$ cat src/rtl/laser_array_obstacle_pkg.sv
// Shared types and constants for the laser array obstacle.
// Phase and sweep-mode encodings, screen defaults, width helpers.
package laser_array_obstacle_pkg;

  typedef enum logic [1:0] {
    ST_IDLE  = 2'd0,
    ST_SPAWN = 2'd1,
    ST_GROW  = 2'd2,
    ST_HOLD  = 2'd3
  } state_e;

  typedef enum logic [1:0] {
    MODE_PING = 2'b00,
    MODE_FWD  = 2'b01,
    MODE_REV  = 2'b10,
    MODE_ALL  = 2'b11
  } mode_e;

  localparam logic [11:0] DEF_LASER_TOP    = 12'd317;
  localparam logic [11:0] DEF_LASER_BOTTOM = 12'd617;
  localparam logic [11:0] RGB_WHITE        = 12'hfff;

  // Bits needed to hold values 0..n-1, never less than one.
  function automatic int w_of(input int n);
    return (n < 2) ? 1 : $clog2(n);
  endfunction

  function automatic int max3(input int a, input int b, input int c);
    int m;
    m = (a > b) ? a : b;
    return (m > c) ? m : c;
  endfunction

endpackage

$ cat src/rtl/laser_array_obstacle_sequencer.sv
// Laser sweep sequencer: phase FSM, shared delay counter,
// laser index / direction / repeat tracking and done pulse.
module laser_sequencer
  import laser_array_obstacle_pkg::*;
#(
  parameter int NUM_LASERS  = 3,
  parameter int GROW_STEPS  = 30,
  parameter int SPAWN_DELAY = 32000000,
  parameter int STEP_DELAY  = 3200000,
  parameter int HOLD_DELAY  = 32000000,
  parameter int IW          = 2,
  parameter int GW          = 5
) (
  input  logic          clk,
  input  logic          rst,
  input  logic          play_i,
  input  logic          sel_match_i,
  input  logic          done_in_i,
  input  logic [1:0]    mode_i,
  output logic [IW-1:0] idx_o,
  output logic [GW-1:0] grow_o,
  output logic          active_o,
  output logic          all_mode_o,
  output logic          done_o
);

  localparam int MAXD = max3(max3(SPAWN_DELAY, STEP_DELAY, HOLD_DELAY), 1, 1);
  localparam int CW   = w_of(MAXD + 1);

  localparam int SP_L = (SPAWN_DELAY > 0) ? SPAWN_DELAY - 1 : 0;
  localparam int ST_L = (STEP_DELAY > 0) ? STEP_DELAY - 1 : 0;
  localparam int HO_L = (HOLD_DELAY > 0) ? HOLD_DELAY - 1 : 0;
  localparam int GR_L = (GROW_STEPS > 0) ? GROW_STEPS - 1 : 0;

  localparam logic [CW-1:0] SP_LAST = CW'(SP_L);
  localparam logic [CW-1:0] ST_LAST = CW'(ST_L);
  localparam logic [CW-1:0] HO_LAST = CW'(HO_L);
  localparam logic [GW-1:0] G_LAST  = GW'(GR_L);
  localparam logic [IW-1:0] IMAX    = IW'(NUM_LASERS - 1);

  state_e        state_q, state_d;
  mode_e         mode_q, mode_d;
  logic [CW-1:0] cnt_q, cnt_d;
  logic [IW-1:0] idx_q, idx_d;
  logic [GW-1:0] grow_q, grow_d;
  logic          dir_q, dir_d;
  logic          done_q, done_d;
  logic          last;

  // State, counter and sequence registers
  always_ff @(posedge clk) begin
    if (rst) begin
      state_q <= ST_IDLE;
      mode_q  <= MODE_PING;
      cnt_q   <= '0;
      idx_q   <= '0;
      grow_q  <= '0;
      dir_q   <= 1'b0;
      done_q  <= 1'b0;
    end else begin
      state_q <= state_d;
      mode_q  <= mode_d;
      cnt_q   <= cnt_d;
      idx_q   <= idx_d;
      grow_q  <= grow_d;
      dir_q   <= dir_d;
      done_q  <= done_d;
    end
  end

  // Next-state: phase timing and sweep order
  always_comb begin
    state_d = state_q;
    mode_d  = mode_q;
    cnt_d   = cnt_q + CW'(1);
    idx_d   = idx_q;
    grow_d  = grow_q;
    dir_d   = dir_q;
    done_d  = 1'b0;
    last    = 1'b0;
    unique case (state_q)
      ST_IDLE: begin
        cnt_d  = '0;
        grow_d = '0;
        if (done_in_i && play_i && sel_match_i) begin
          state_d = ST_SPAWN;
          mode_d  = mode_e'(mode_i);
          idx_d   = (mode_i == MODE_REV) ? IMAX : '0;
          dir_d   = 1'b0;
        end
      end
      ST_SPAWN: begin
        if (cnt_q == SP_LAST) begin
          cnt_d   = '0;
          state_d = (GROW_STEPS == 0) ? ST_HOLD : ST_GROW;
        end
      end
      ST_GROW: begin
        if (cnt_q == ST_LAST) begin
          cnt_d  = '0;
          grow_d = grow_q + GW'(1);
          if (grow_q == G_LAST) state_d = ST_HOLD;
        end
      end
      ST_HOLD: begin
        if (cnt_q == HO_LAST) begin
          cnt_d   = '0;
          grow_d  = '0;
          state_d = ST_SPAWN;
          unique case (mode_q)
            MODE_FWD: begin
              if (idx_q == IMAX) last = 1'b1;
              else idx_d = idx_q + IW'(1);
            end
            MODE_REV: begin
              if (idx_q == '0) last = 1'b1;
              else idx_d = idx_q - IW'(1);
            end
            MODE_ALL: last = 1'b1;
            MODE_PING: begin
              if (!dir_q) begin
                if (idx_q == IMAX) dir_d = 1'b1;
                else idx_d = idx_q + IW'(1);
              end else begin
                if (idx_q == '0) last = 1'b1;
                else idx_d = idx_q - IW'(1);
              end
            end
          endcase
          if (last) begin
            state_d = ST_IDLE;
            done_d  = 1'b1;
            idx_d   = '0;
            dir_d   = 1'b0;
          end
        end
      end
    endcase
    // Losing the game aborts silently from any running phase
    if (state_q != ST_IDLE && !play_i) begin
      state_d = ST_IDLE;
      cnt_d   = '0;
      grow_d  = '0;
      idx_d   = '0;
      dir_d   = 1'b0;
      done_d  = 1'b0;
    end
  end

  assign idx_o      = idx_q;
  assign grow_o     = grow_q;
  assign active_o   = (state_q != ST_IDLE) && play_i;
  assign all_mode_o = (mode_q == MODE_ALL);
  assign done_o     = done_q;

endmodule

$ cat src/rtl/laser_array_obstacle.sv
// Laser array obstacle: pixel overlay of the swept lasers
// with registered colour, hit coordinates and done pulse.
module laser_array_obstacle
  import laser_array_obstacle_pkg::*;
#(
  parameter logic [2:0]  SELECT_CODE  = 3'b001,
  parameter int          NUM_LASERS   = 3,
  parameter int          FIRST_LEFT   = 411,
  parameter int          PITCH        = 100,
  parameter logic [11:0] LASER_TOP    = DEF_LASER_TOP,
  parameter logic [11:0] LASER_BOTTOM = DEF_LASER_BOTTOM,
  parameter int          GROW_STEPS   = 30,
  parameter int          SPAWN_DELAY  = 32000000,
  parameter int          STEP_DELAY   = 3200000,
  parameter int          HOLD_DELAY   = 32000000,
  parameter logic [11:0] LASER_RGB    = RGB_WHITE
) (
  input  logic        clk,
  input  logic        rst,
  input  logic [11:0] hcount_in,
  input  logic [11:0] vcount_in,
  input  logic [11:0] rgb_in,
  input  logic        play_selected,
  input  logic [2:0]  selected,
  input  logic        done_in,
  input  logic [1:0]  mode_in,
  output logic [11:0] rgb_out,
  output logic [11:0] obstacle_x,
  output logic [11:0] obstacle_y,
  output logic        done
);

  localparam int IW = w_of(NUM_LASERS);
  localparam int GW = w_of(GROW_STEPS + 1);

  if (NUM_LASERS < 1 || NUM_LASERS > 8) begin : g_bad_n
    $error("laser_array_obstacle: NUM_LASERS must be 1..8");
  end
  if (FIRST_LEFT < GROW_STEPS ||
      FIRST_LEFT + (NUM_LASERS - 1) * PITCH + 1 + GROW_STEPS > 4095)
  begin : g_bad_geom
    $error("laser_array_obstacle: laser columns leave 0..4095");
  end

  logic [IW-1:0] idx;
  logic [GW-1:0] grow;
  logic          active;
  logic          all_mode;
  logic          seq_done;

  laser_sequencer #(
    .NUM_LASERS  (NUM_LASERS),
    .GROW_STEPS  (GROW_STEPS),
    .SPAWN_DELAY (SPAWN_DELAY),
    .STEP_DELAY  (STEP_DELAY),
    .HOLD_DELAY  (HOLD_DELAY),
    .IW          (IW),
    .GW          (GW)
  ) u_seq (
    .clk         (clk),
    .rst         (rst),
    .play_i      (play_selected),
    .sel_match_i (selected == SELECT_CODE),
    .done_in_i   (done_in),
    .mode_i      (mode_in),
    .idx_o       (idx),
    .grow_o      (grow),
    .active_o    (active),
    .all_mode_o  (all_mode),
    .done_o      (seq_done)
  );

  logic [11:0] grow12;
  logic [11:0] lft, rgt;
  logic        hit;
  logic        lit;

  assign grow12 = 12'(grow);

  // Column test against the current laser, or every laser in all-together mode
  always_comb begin
    hit = 1'b0;
    lft = '0;
    rgt = '0;
    for (int i = 0; i < NUM_LASERS; i++) begin
      lft = 12'(FIRST_LEFT + i * PITCH) - grow12;
      rgt = 12'(FIRST_LEFT + i * PITCH + 1) + grow12;
      if ((all_mode || idx == IW'(i)) &&
          hcount_in >= lft && hcount_in <= rgt)
        hit = 1'b1;
    end
  end

  assign lit = hit && active &&
               vcount_in >= LASER_TOP &&
               vcount_in <= LASER_BOTTOM;

  logic [11:0] rgb_q, x_q, y_q;

  // Registered pixel path
  always_ff @(posedge clk) begin
    if (rst) begin
      rgb_q <= '0;
      x_q   <= '0;
      y_q   <= '0;
    end else if (lit) begin
      rgb_q <= LASER_RGB;
      x_q   <= hcount_in;
      y_q   <= vcount_in;
    end else begin
      rgb_q <= rgb_in;
      x_q   <= '0;
      y_q   <= '0;
    end
  end

  assign rgb_out    = rgb_q;
  assign obstacle_x = x_q;
  assign obstacle_y = y_q;
  assign done       = seq_done;

endmodule

$ cat config.mk
export PLATFORM = sky130hd
export DESIGN_NAME = laser_array_obstacle
export DESIGN_NICKNAME = d
export VERILOG_FILES = /design/src/rtl/laser_array_obstacle_pkg.sv /design/src/rtl/laser_array_obstacle_sequencer.sv /design/src/rtl/laser_array_obstacle.sv
export SDC_FILE = /design/constraint.sdc
export NUM_CORES = 1
export LEC_CHECK = 0
export BUFFER_PORTS_ARGS = -buffer_cell sky130_fd_sc_hd__buf_2
export CELL_PAD_IN_SITES_DETAIL_PLACEMENT = 0
export CELL_PAD_IN_SITES_GLOBAL_PLACEMENT = 1
export CORE_ASPECT_RATIO = 0.5
export CORE_UTILIZATION = 30
export CTS_BUF_LIST = sky130_fd_sc_hd__clkbuf_8
export DETAILED_ROUTE_END_ITERATION = 8
export GPL_TIMING_DRIVEN = 0
export HOLD_SLACK_MARGIN = 0.1
export PLACE_DENSITY = 0.58
export SETUP_SLACK_MARGIN = 0.02
export SLEW_MARGIN = 10
export SYNTH_ARGS = -nofsm -noshare
export SYNTH_HDL_FRONTEND = slang
export SYNTH_SLANG_ARGS = --single-unit
$ cat constraint.sdc
create_clock -name clk -period 3.5 [get_ports clk]
set_clock_uncertainty 0.15 [all_clocks]
set_input_delay 0.175 -clock clk [delete_from_list [all_inputs] [get_ports clk]]
set_output_delay 0.175 -clock clk [all_outputs]
set_load 0.05 [all_outputs]
==> results.yml <==
cells_and_area:
  fillers: 1343
  finish.cell_count_without_fillers: 773
  seqCellArea_sq_um: 1480
  multi_input_area_sq_um: 2470
  layout_utilization_pct: 40.9
  drive_above_1_share_pct: 19.6
  antenna_cells: 0
  nNetsFinal: 689
  post-route-cell-area_sq_um: 5330
  area_delta_synth_final_pct: 29.6
placement:
  detailed_place.area_sq_um: 4750
  globalplace.congestion: 0.851
  post-dp-hpwl_mm: 7.96
  preCtsSetupSlack_ns: 0.357
  count_of_buffers_from_port_buffering: 81
  numPlacedInstances: 720
synth:
  post-synth-top-area-fraction_pct: 36.0
  ys_async_sr_fraction_pct: 0
  synth_top_cells_by_area: "dfxtp_1 (36%), ha_1 (14%), nand3_1 (4.1%), nor2_1 (4.0%), xor2_1 (2.8%)"
  synth_edf_count: 0
  post_synthesis_average_cell_area_sq_um: 8.83
  synth.lib_cells_used.distinct: 64
  netlist.top_cell.by_area: "dfxtp_1"
  ys_seq_elements: 74
  synth_area_sq_um: 4120
  synth_commonest_cells: "dfxtp_1 (74), ha_1 (46), nor2_1 (44)"
  synthFlopType: "dfxtp_1"
  yosys_warnings: 0
  synth_seq_area_share_pct: 36.0
  synth.most_common_cell: "dfxtp_1"
  syn_inst_count: 466
sta:
  final.setup.tns_ns: 0
  highest_achievable_clock_rate_mhz: 323
  timing.final.max_slew_violations: 0
  worst_slack_setup_final_ns: 0.405
  fin_worst_hold_slack_ns: 0.135
  hold_violation_total_from_the_final_report: 0
  post-route-period-util_pct: 88.4
  max_slew.worst_pin.slew_ns: 0.636
  grt_setup_unrepaired: "no"
  period_needed_ns: 3.10
  report.final.setup_viol: 0
  slew_headroom_pct: 57.2
detailed_routing:
  vias: 3619
  finalWirelength_mm: 10.5
  route.detailed.wl_per_inst_um: 13.6
  dr.pass1.iters: 4
  viasPerCell: 4.68
  first_iter_violations: 136
  drt_drc_violations_left: 0
  final_antenna_net_count: 0
power_and_ir_drop:
  pwr-share-comb_pct: 17.7
  leak_pwr_nw: 2.27
  switching_power_mw: 0.564
  power_per_cell_area_nw_per_um2: 368
  clock_power_share_pct: 37.8
  power_switching_share_pct: 28.7
  largest_voltage_drop_on_the_vdd_net_uv: 146
  p_int_mw: 1.40
  share_seq_of_total_power_pct: 44.5
  p_total_mw: 1.97
die:
  dieHeight_um: 84.8
  io_pins: 82
  die_area_sq_um: 14200
  placementRows: 29
  fp.coreArea_sq_um: 13000
  initial_utilization_pct: 31.6
  floorplan.die.width_um: 168
clocking:
  clock-sinks: 74
  cts_tree: "done"
  worst_skew_pair.late_latency_ns: 0.36
  root_buffer: "clkbuf_8"
  cts_buffer_depth: 2
  clkTransAtPathRegs_ns: 0.08
  post_cts.resized_instances: 0
  cts_buffers: 9
  ctsHtreeMaxLevel: 3
global_routing:
  via_count_of_the_first_global_routing_pass: 3451
  grt_max_degree: 14
  globalRoute.totalOverflow: 0
  grt_first_pass_wirelength_mm: 17.2
  grtUsageTotal_pct: 15.4
  grt_antenna_before_repair: 0
critical_path:
  timing.setup.critical_path_class: "reg2reg"
  slowest_delay_ns: 0.51
  critPathMostFrequentCell: "ha_1"
  slowest_stage: "dfxtp_1"
  end_kind: "register"
  critPathArrivalTime_ns: 3.17
  path_cells: "ha_1 > ha_1 > ha_1 > and4_1 > a221oi_1 > a211oi_1 > a22oi_1 > buf_2 > a21boi_0"
  critical_path_buf_inv_count: 1
  worst_path_maximum_fanout: 10
  start_kind: "register"
  cp_top_family: "compound AO/OA/AOI/OAI gates"
  critical_path_required_ns: 3.57
run:
  drv_cap: 0
run_status:
  status: "finished, final reports clean"
min_path:
  timing.hold.worst.class: "in2reg"
flip-flops by register name (all words and copies together), names as in the netlist:
name	count
obstacle_y	12
u_seq.done_o	1
rgb_out	12
u_seq.mode_q	2
u_seq.grow_o	5
u_seq.cnt_q	25
u_seq.idx_o	2
u_seq.state_q	2
u_seq.dir_q	1
obstacle_x	12
worst paths after layout:
path	from	to	slack [ns]	cells past startpoint
worst max-delay path	u_seq.grow_o[2]	obstacle_x[2]	0.40	9
worst min-delay path	selected[2]	u_seq.mode_q[0]	0.14	5
worst max register to register	u_seq.grow_o[2]	obstacle_x[2]	0.40	9
worst min register to register	u_seq.cnt_q[0]	u_seq.cnt_q[0]	0.31	1
timing repair:
action,CTS,global route
hold endpoints to repair,34,0
buffers inserted,0,0
hold buffers,37,0
logic make-up after synthesis:
group | after synthesis | synth area share (%)
simple gates | 188 | 24.7
compound gates | 90 | 15.0
flops | 74 | 36.0
fa+ha+maj | 46 | 14.0
buf+inv | 40 | 4.35
xor+xnor | 23 | 4.89
mux | 4 | 1.00
other cells | 1 | 0.0911
area by class of cell:
class | count | area share (%)
multi-input combinational | 355 | 46.3
inverter | 26 | 1.83
buffer | 14 | 1.52
clock buffer | 9 | 2.32
clock inverter | 7 | 1.76
timing repair buffer | 118 | 14.5
sequential | 74 | 27.8
tap | 170 | 3.99
power groups by stage:
stage | combinational, mW | clock [mW] | sequential (mW)
floorplan | 0.180 | 0 | 0.927
global placement | 0.317 | 0 | 0.894
detailed placement | 0.316 | 0 | 0.894
CTS | 0.349 | 0.779 | 0.874
global route | 0.388 | 0.814 | 0.878
finish | 0.347 | 0.744 | 0.874
layer usage:
| metal | vias to the layer above | GRT usage (%) | share of wire (%) |
|---|---|---|---|
| li1 | 1917 | - | - |
| met1 | 1611 | 20.9 | 53 |
| met2 | 77 | 24.0 | 42 |
| met3 | 14 | 3.82 | 4.4 |
| met4 | 0 | 5.09 | 1.3 |
| met5 | - | 0 | 0 |
cells in the final DEF (no fill, tap or decap), types with 4 or more instances in the layout:
master,Yosys,layout
conb_1,1,4
nor4_1,4,4
nor3_1,9,9
o211ai_1,4,4
a31oi_1,4,4
nor2_1,44,44
a21boi_0,12,12
a21boi_1,6,6
nand2b_1,14,14
a21oi_1,15,15
buf_2,7,88
clkbuf_1,4,4
nand2_1,29,29
dlygate4sd3_1,0,37
dfxtp_1,74,74
ha_1,46,46
inv_1,26,27
nand3_1,34,34
a22oi_1,4,4
and3_1,5,5
o21ai_0,17,17
clkbuf_8,1,10
a211oi_1,6,6
xor2_1,13,13
nor2b_1,7,7
and4_1,5,5
xnor2_1,10,10
nand4_1,11,11
worst min-delay path, stage by stage:
cell and delay [ns]:
buf_2 0.07, nor4bb_1 0.05, nand3_1 0.15, mux2i_1 0.09, nor2_1 0.07
(Power assumes the default switching activity.)
